## src/rtl/elink_frame_rx.sv

```systemverilog
// E-link downlink frame receiver: hunts for an SOF byte, captures a 76-bit
// payload, checks the EOF byte and hands accepted frames to the consumer.
module elink_frame_rx #(
  parameter logic [7:0] SOF_PATTERN = 8'h3C,
  parameter logic [7:0] EOF_PATTERN = 8'hDC
) (
  input  logic        clk,
  input  logic        rst,
  input  logic [1:0]  rx_elink2bit,
  input  logic        rx_en,
  output logic [75:0] data_rec_76bit,
  output logic        data_valid,
  input  logic        data_ack,
  output logic        frame_err,
  output logic        overflow,
  output logic [15:0] frame_cnt,
  output logic [7:0]  err_cnt,
  output logic        busy
);

  typedef enum logic [1:0] {S_HUNT, S_PAYLOAD, S_EOF} state_e;

  state_e      state_q, state_d;
  // Last three dibits; with the current dibit they form the 8-bit window.
  logic [5:0]  hist_q, hist_d;
  logic [75:0] stage_q, stage_d;
  logic [5:0]  cnt_q, cnt_d;
  logic [75:0] data_q, data_d;
  logic        dv_q, dv_d;
  logic        ferr_q, ferr_d;
  logic        ovf_q, ovf_d;
  logic [15:0] fcnt_q, fcnt_d;
  logic [7:0]  ecnt_q, ecnt_d;
  logic [7:0]  window;
  logic        load;

  assign window = {hist_q, rx_elink2bit};

  always_ff @(posedge clk or negedge rst) begin
    if (!rst) state_q <= S_HUNT;
    else      state_q <= state_d;
  end

  always_comb begin
    state_d = state_q;
    if (rx_en) begin
      case (state_q)
        S_HUNT:    if (window == SOF_PATTERN) state_d = S_PAYLOAD;
        S_PAYLOAD: if (cnt_q == 6'd37)        state_d = S_EOF;
        S_EOF:     if (cnt_q == 6'd3)         state_d = S_HUNT;
        default:                              state_d = S_HUNT;
      endcase
    end
  end

  always_comb begin
    busy = (state_q != S_HUNT);
  end

  always_comb begin
    hist_d  = hist_q;
    stage_d = stage_q;
    cnt_d   = cnt_q;
    data_d  = data_q;
    dv_d    = dv_q;
    ferr_d  = 1'b0;
    ovf_d   = 1'b0;
    fcnt_d  = fcnt_q;
    ecnt_d  = ecnt_q;
    load    = 1'b0;
    if (rx_en) begin
      case (state_q)
        S_HUNT: begin
          hist_d = window[5:0];
          cnt_d  = 6'd0;
        end
        S_PAYLOAD: begin
          stage_d = {stage_q[73:0], rx_elink2bit};
          cnt_d   = (cnt_q == 6'd37) ? 6'd0 : cnt_q + 6'd1;
        end
        S_EOF: begin
          // The EOF byte reuses the window history; four shifts replace it fully.
          hist_d = window[5:0];
          cnt_d  = cnt_q + 6'd1;
          if (cnt_q == 6'd3) begin
            cnt_d  = 6'd0;
            hist_d = 6'd0;
            if (window == EOF_PATTERN) begin
              if (!dv_q || data_ack) begin
                load   = 1'b1;
                data_d = stage_q;
                fcnt_d = fcnt_q + 16'd1;
              end else begin
                ovf_d = 1'b1;
              end
            end else begin
              ferr_d = 1'b1;
              if (ecnt_q != 8'hFF) ecnt_d = ecnt_q + 8'd1;
            end
          end
        end
        default: ;
      endcase
    end
    // A load in the same cycle as an ack keeps the new frame valid.
    if (load)                  dv_d = 1'b1;
    else if (data_ack && dv_q) dv_d = 1'b0;
  end

  always_ff @(posedge clk or negedge rst) begin
    if (!rst) begin
      hist_q  <= '0;
      stage_q <= '0;
      cnt_q   <= '0;
      data_q  <= '0;
      dv_q    <= 1'b0;
      ferr_q  <= 1'b0;
      ovf_q   <= 1'b0;
      fcnt_q  <= '0;
      ecnt_q  <= '0;
    end else begin
      hist_q  <= hist_d;
      stage_q <= stage_d;
      cnt_q   <= cnt_d;
      data_q  <= data_d;
      dv_q    <= dv_d;
      ferr_q  <= ferr_d;
      ovf_q   <= ovf_d;
      fcnt_q  <= fcnt_d;
      ecnt_q  <= ecnt_d;
    end
  end

  assign data_rec_76bit = data_q;
  assign data_valid     = dv_q;
  assign frame_err      = ferr_q;
  assign overflow       = ovf_q;
  assign frame_cnt      = fcnt_q;
  assign err_cnt        = ecnt_q;

endmodule
```

## config.mk

```make
export PLATFORM = sky130hd
export DESIGN_NAME = elink_frame_rx
export DESIGN_NICKNAME = d
export VERILOG_FILES = /design/src/rtl/elink_frame_rx.sv
export SDC_FILE = /design/constraint.sdc
export NUM_CORES = 1
export LEC_CHECK = 0
export BUFFER_PORTS_ARGS = -buffer_cell sky130_fd_sc_hd__buf_2
export CAP_MARGIN = 0
export CORE_ASPECT_RATIO = 0.75
export CORE_MARGIN = 4
export CORE_UTILIZATION = 40
export CTS_CLUSTER_SIZE = 12
export DETAILED_ROUTE_END_ITERATION = 12
export PLACE_DENSITY_LB_ADDON = 0.1
export SKIP_CTS_REPAIR_TIMING = 1
export SYNTH_ARGS = -nofsm -noshare
export SYNTH_HDL_FRONTEND = slang
export SYNTH_SLANG_ARGS = --single-unit
```

## constraint.sdc

```tcl
create_clock -name clk -period 4 [get_ports clk]
set_clock_uncertainty 0.05 [all_clocks]
set_input_delay 0 -clock clk [delete_from_list [all_inputs] [get_ports clk]]
set_output_delay 0 -clock clk [all_outputs]
set_load 0.05 [all_outputs]
```

=== Word level (Yosys, flattened, before mapping) ===
Cells that the tools add are included.

* Bitwise logic cells: 1
* Reductions and logical operators: 14
* Equal/unequal tests: 10
* Add/sub/neg operators: 3
* Muxes and demuxes: 25

{| class="wikitable"
|+ Operators with widths
! cell !! count
|-
| two-way mux 6 bit || 3
|-
| case mux 6 bit (3 select lines) || 1
|-
| adder 16 x 1 -> 16 bit, second input constant || 1
|-
| two-way mux 1 bit || 16
|-
| case mux 6 bit (2 select lines) || 1
|-
| AND reduction 5 bit || 2
|-
| adder 8 x 1 -> 8 bit, second input constant || 1
|-
| == test 8 x 6 -> 1 bit, second input constant || 1
|-
| == test 8 bit, second input constant || 1
|-
| != test 8 bit, second input constant || 1
|-
| adder 6 x 1 -> 6 bit, second input constant || 1
|-
| == test 6 x 2 -> 1 bit, second input constant || 1
|-
| == test 6 bit, second input constant || 1
|-
| two-way mux 2 bit || 3
|-
| != test 2 bit, second input constant || 3
|-
| case mux 2 bit (3 select lines) || 1
|-
| AND reduction 2 bit || 3
|-
| nonzero test 2 bit || 3
|-
| AND reduction 4 bit || 1
|-
| nonzero test 3 bit || 1
|-
| == test 2 x 1 -> 1 bit, second input constant || 1
|-
| == test 2 bit, second input constant || 1
|-
| zero test 2 bit || 1
|-
| logical AND 1 bit || 1
|-
| other kinds (3) || 3
|}

* Logic and storage cells: 63
* Flip-flop bits (word level): 193
* Input port bits: 6
* Output and inout bits: 104

=== Longest topological paths before layout ===
* Depth after elaboration: 8
* Depth in mapped cells: 9
* Gate-level depth less buffers: 7

=== Worst setup path before layout ===
Ideal clock, no wire load.

* Kind: register -> register
* Start point: register cnt_q[0]
* End point: register ecnt_q[1] (netlist: err_cnt[1])
* Clock period less this slack: 2.204 ns
* Data required time: 3.825 ns
* Buffers on the path: 0
* Library setup time: 0.125 ns
* Slack: 1.796 ns
* Arrival: 2.029 ns
* Stages on the path, launching flop included: 6
* Cells stage by stage: dfrtp_1 -> ha_1 -> or4b_4 -> nor3b_4 -> o2111a_2 -> mux2_2

* Longest elaborated chain between the ends: 2

{| class="wikitable"
|+ RTL lines
! what !! line !! RTL
|-
| from (decl) || 27 || <nowiki>logic [5:0] cnt_q, cnt_d;</nowiki>
|-
| from (signal assigned) || 124 || <nowiki>cnt_q <= cnt_d;</nowiki>
|-
| == test 6 x 2 -> 1 bit || 85 || <nowiki>if (cnt_q == 6'd3) begin</nowiki>
|-
| AND reduction 5 bit (no source line) || -- ||
|-
| to (signal assigned) || 130 || <nowiki>ecnt_q <= ecnt_d;</nowiki>
|-
| to (decl) || 33 || <nowiki>logic [7:0] ecnt_q, ecnt_d;</nowiki>
|}

Every way passes these cells.
A chain may end at the register's enable or synchronous reset.

=== Final worst setup path ===
* Start point: register cnt_q[0]
* End point: register fcnt_q[12] (netlist: frame_cnt[12])

* Longest elaborated chain between the ends: 2

{| class="wikitable"
|+ RTL lines
! what !! line !! RTL
|-
| == test 6 x 2 -> 1 bit || 85 ||
|-
| AND reduction 5 bit (no source line) || -- ||
|-
| to (signal assigned) || 129 || <nowiki>fcnt_q <= fcnt_d;</nowiki>
|-
| to (decl) || 32 || <nowiki>logic [15:0] fcnt_q, fcnt_d;</nowiki>
|}

Every way passes these cells.

==> run metrics <==
status complete, no violations; Max Freq 340.5 MHz; die width 168.0 um; CP Data Arrival Time 3.21 ns; synthesized instance count 675; I/O pin count 110; YS warnings 0; RSZ-0062 raised after global routing false; vias in the first global route 5,172; Area growth, synth to finish 18.66%; Cell Count, Final, Fillers Out 1,045; asr flop ratio synth 100.0%; Post-synth EDFFs 0; Residual DRC 0; Final ANT Viol Nets 0; Slew Limit Fails 0; Syn Nets 690; dominant cell type by area after synthesis dfrtp_1; static leakage 5.060 nW; CP Class reg -> reg; Post-Syn Area per Cell 11.37 sq um; main combinational cell family by area after synthesis simple AND/OR/NAND/NOR gates; fin crit period 2.937 ns; top-count cell post-synth nand2_1; Nets 800; Cells after DPL 1,008; DP HPWL 10.03 mm; root buffer cell clkbuf_16; clk sinks 193; Synth Register Bits 193; VDD IR-drop max 283.1 uV; Routed WL per cell 14.83 um; Synth Area in Adders 1.467%; Vias/cell 4.809; met1 Use GR 20.89%; worst slew pin tran 1.033 ns; max-cap violations 0; CTS clk-pin slew, worst paths 0.07 ns; CP Max Fanout 54; setup TNS 0 ns; largest net degree at the start of global routing 125; synthesized area 7676 sq um; GRT overflow 0; die height 128.0 um; Num CTS Buffers 17; Area contributors post-synth dfrtp_1, nand2_1, mux2_2; setup violators final 0; M2 GR Usage 23.18%; post-synth cell types 41; first-pass GRT wire length 26.23 mm; initial antenna violation count 0; top post-synthesis cells by count nand2_1, dfrtp_1, mux2_2; I/O Buffers 109; Crit. End Element flop; Compound-Gate Fraction of Synth Area 2.054%; pwr dens 486.7 nW/um^2; drt first pass iters 4; worst rel slew slack 31.10%; Bufs on Longest Clock Path 2; die footprint 21,490 sq um; RD Place Congestion 0.7210; post-synthesis xor/xnor area fraction 2.510%; final WL 15.50 mm; mux cell area share after synthesis 11.59%; CTS tree done; DR iter-0 viols 273; Ant. Diodes 0; Min-Delay Path Class in -> async; met3 usage 3.730%; period utilization 73.42%; simple-gate share of the synthesized area 17.42%; busiest grt layer met2; Critical Path Source Type flop; Row Count 43; Synth top area share 62.92%; Worst EP required 4.28 ns; core area 18,670 sq um; Synth Flop Type dfrtp_1; post-synthesis sequential area ratio 62.92%; worst-skew pair later-pin latency 0.42 ns; Total GRT Usage 14.96%; Starting Density 41.12%; vias post-DR 5,025; share of cells above drive strength 1 29.82%; H-tree Lvls 4; final hold violations 0
## layout make-up
cell class	count	area (sq um)
well taps	247	309.0
clock inverters	14	147.6
fillers	1684	9560
flip-flops and latches	193	4830
repair buffers	118	646.9
inverters	8	30.03
multi-input cells	447	2706
clock buffers	18	439.2
## logic make-up (layout without fill, tap and decap cells)
kind of cell             count (synthesis)  after routing
flip-flops                             193            193
multiplexers                            79             79
adder cells (fa/ha/maj)                  9              9
AO/OA/AOI/OAI                           24             24
XOR/XNOR                                22             22
buffers and inverters                   35            158
AND/OR/NAND/NOR                        313            313
## sequential cells by signal (all words and copies together), names as in the netlist
register,flops
overflow,1
frame_cnt,16
data_valid,1
err_cnt,8
frame_err,1
state_q,2
stage_q,76
data_rec_76bit,76
cnt_q,6
hist_q,6
## power by group
part,internal [W],switching [W]
Combinational,0.000252,0.000297
Clock,0.000900,0.000775
Sequential,0.00210,0.000113
Total,0.00325,0.00119
## worst max-delay path: stages, from the launching register on
cell,delay [ns]
dfrtp_1,0.44
ha_1,0.24
or4b_4,0.53
nor3_4,0.24
nand3_4,0.55
nor4_1,0.56
xor2_1,0.22
## path summary, 6_finish.rpt
check,end,slack [ns],cells past startpoint,startpoint
min in group clk,hist_q[0]$_DFFE_PN0P_,0.37,4,rx_elink2bit[0]
setup / recovery,frame_cnt[12]$_DFFE_PN0P_,1.06,6,cnt_q[0]$_DFFE_PN0P_
max in group asynchronous,stage_q[3]$_DFFE_PN0P_,2.71,3,rst
hold / removal,data_rec_76bit[70]$_DFFE_PN0P_,0.25,2,rst
hold reg to reg,data_rec_76bit[68]$_DFFE_PN0P_,0.42,2,data_rec_76bit[68]$_DFFE_PN0P_
setup reg to reg,frame_cnt[12]$_DFFE_PN0P_,1.06,6,cnt_q[0]$_DFFE_PN0P_
## cell usage in the layout, fill, tap and decap left out, types with 7 or more instances in the layout
master	instances
buf_2	108
clkbuf_16	17
dfrtp_1	193
ha_1	9
inv_1	8
mux2_2	79
nand2_1	258
nand3_1	12
nand4_1	9
o21ai_0	7
xnor2_1	11
xor2_1	11
## per-layer routing
metal	up-vias	share of wire, %	routed length [um]
met2	108	45	7036
met1	2473	48	7474
li1	2428	-	-
met4	0	1.4	213
met5	-	0	0
met3	16	5.0	773
## metrics by stage
stage / setup slack (ns) / power, W / utilization [%] / cell area, sq um / hold WS [ns]
final: 1.063 / 0.004433 / 48.79 / 9109 / 0.2498
after global routing: 0.9055 / 0.004656 / 48.79 / 9109 / 0.3404
after CTS: 1.053 / 0.004502 / 48.52 / 9059 / -0.2741
after detailed placement: 1.077 / 0.002802 / 45.38 / 8472 / 0.1888
after global placement: 1.197 / 0.002773 / 45.38 / 8472 / 0.1684
after floorplan: 1.796 / 0.002633 / - / 7676 / -0.3456
No activity file was read; power rests on OpenSTA's default activity.
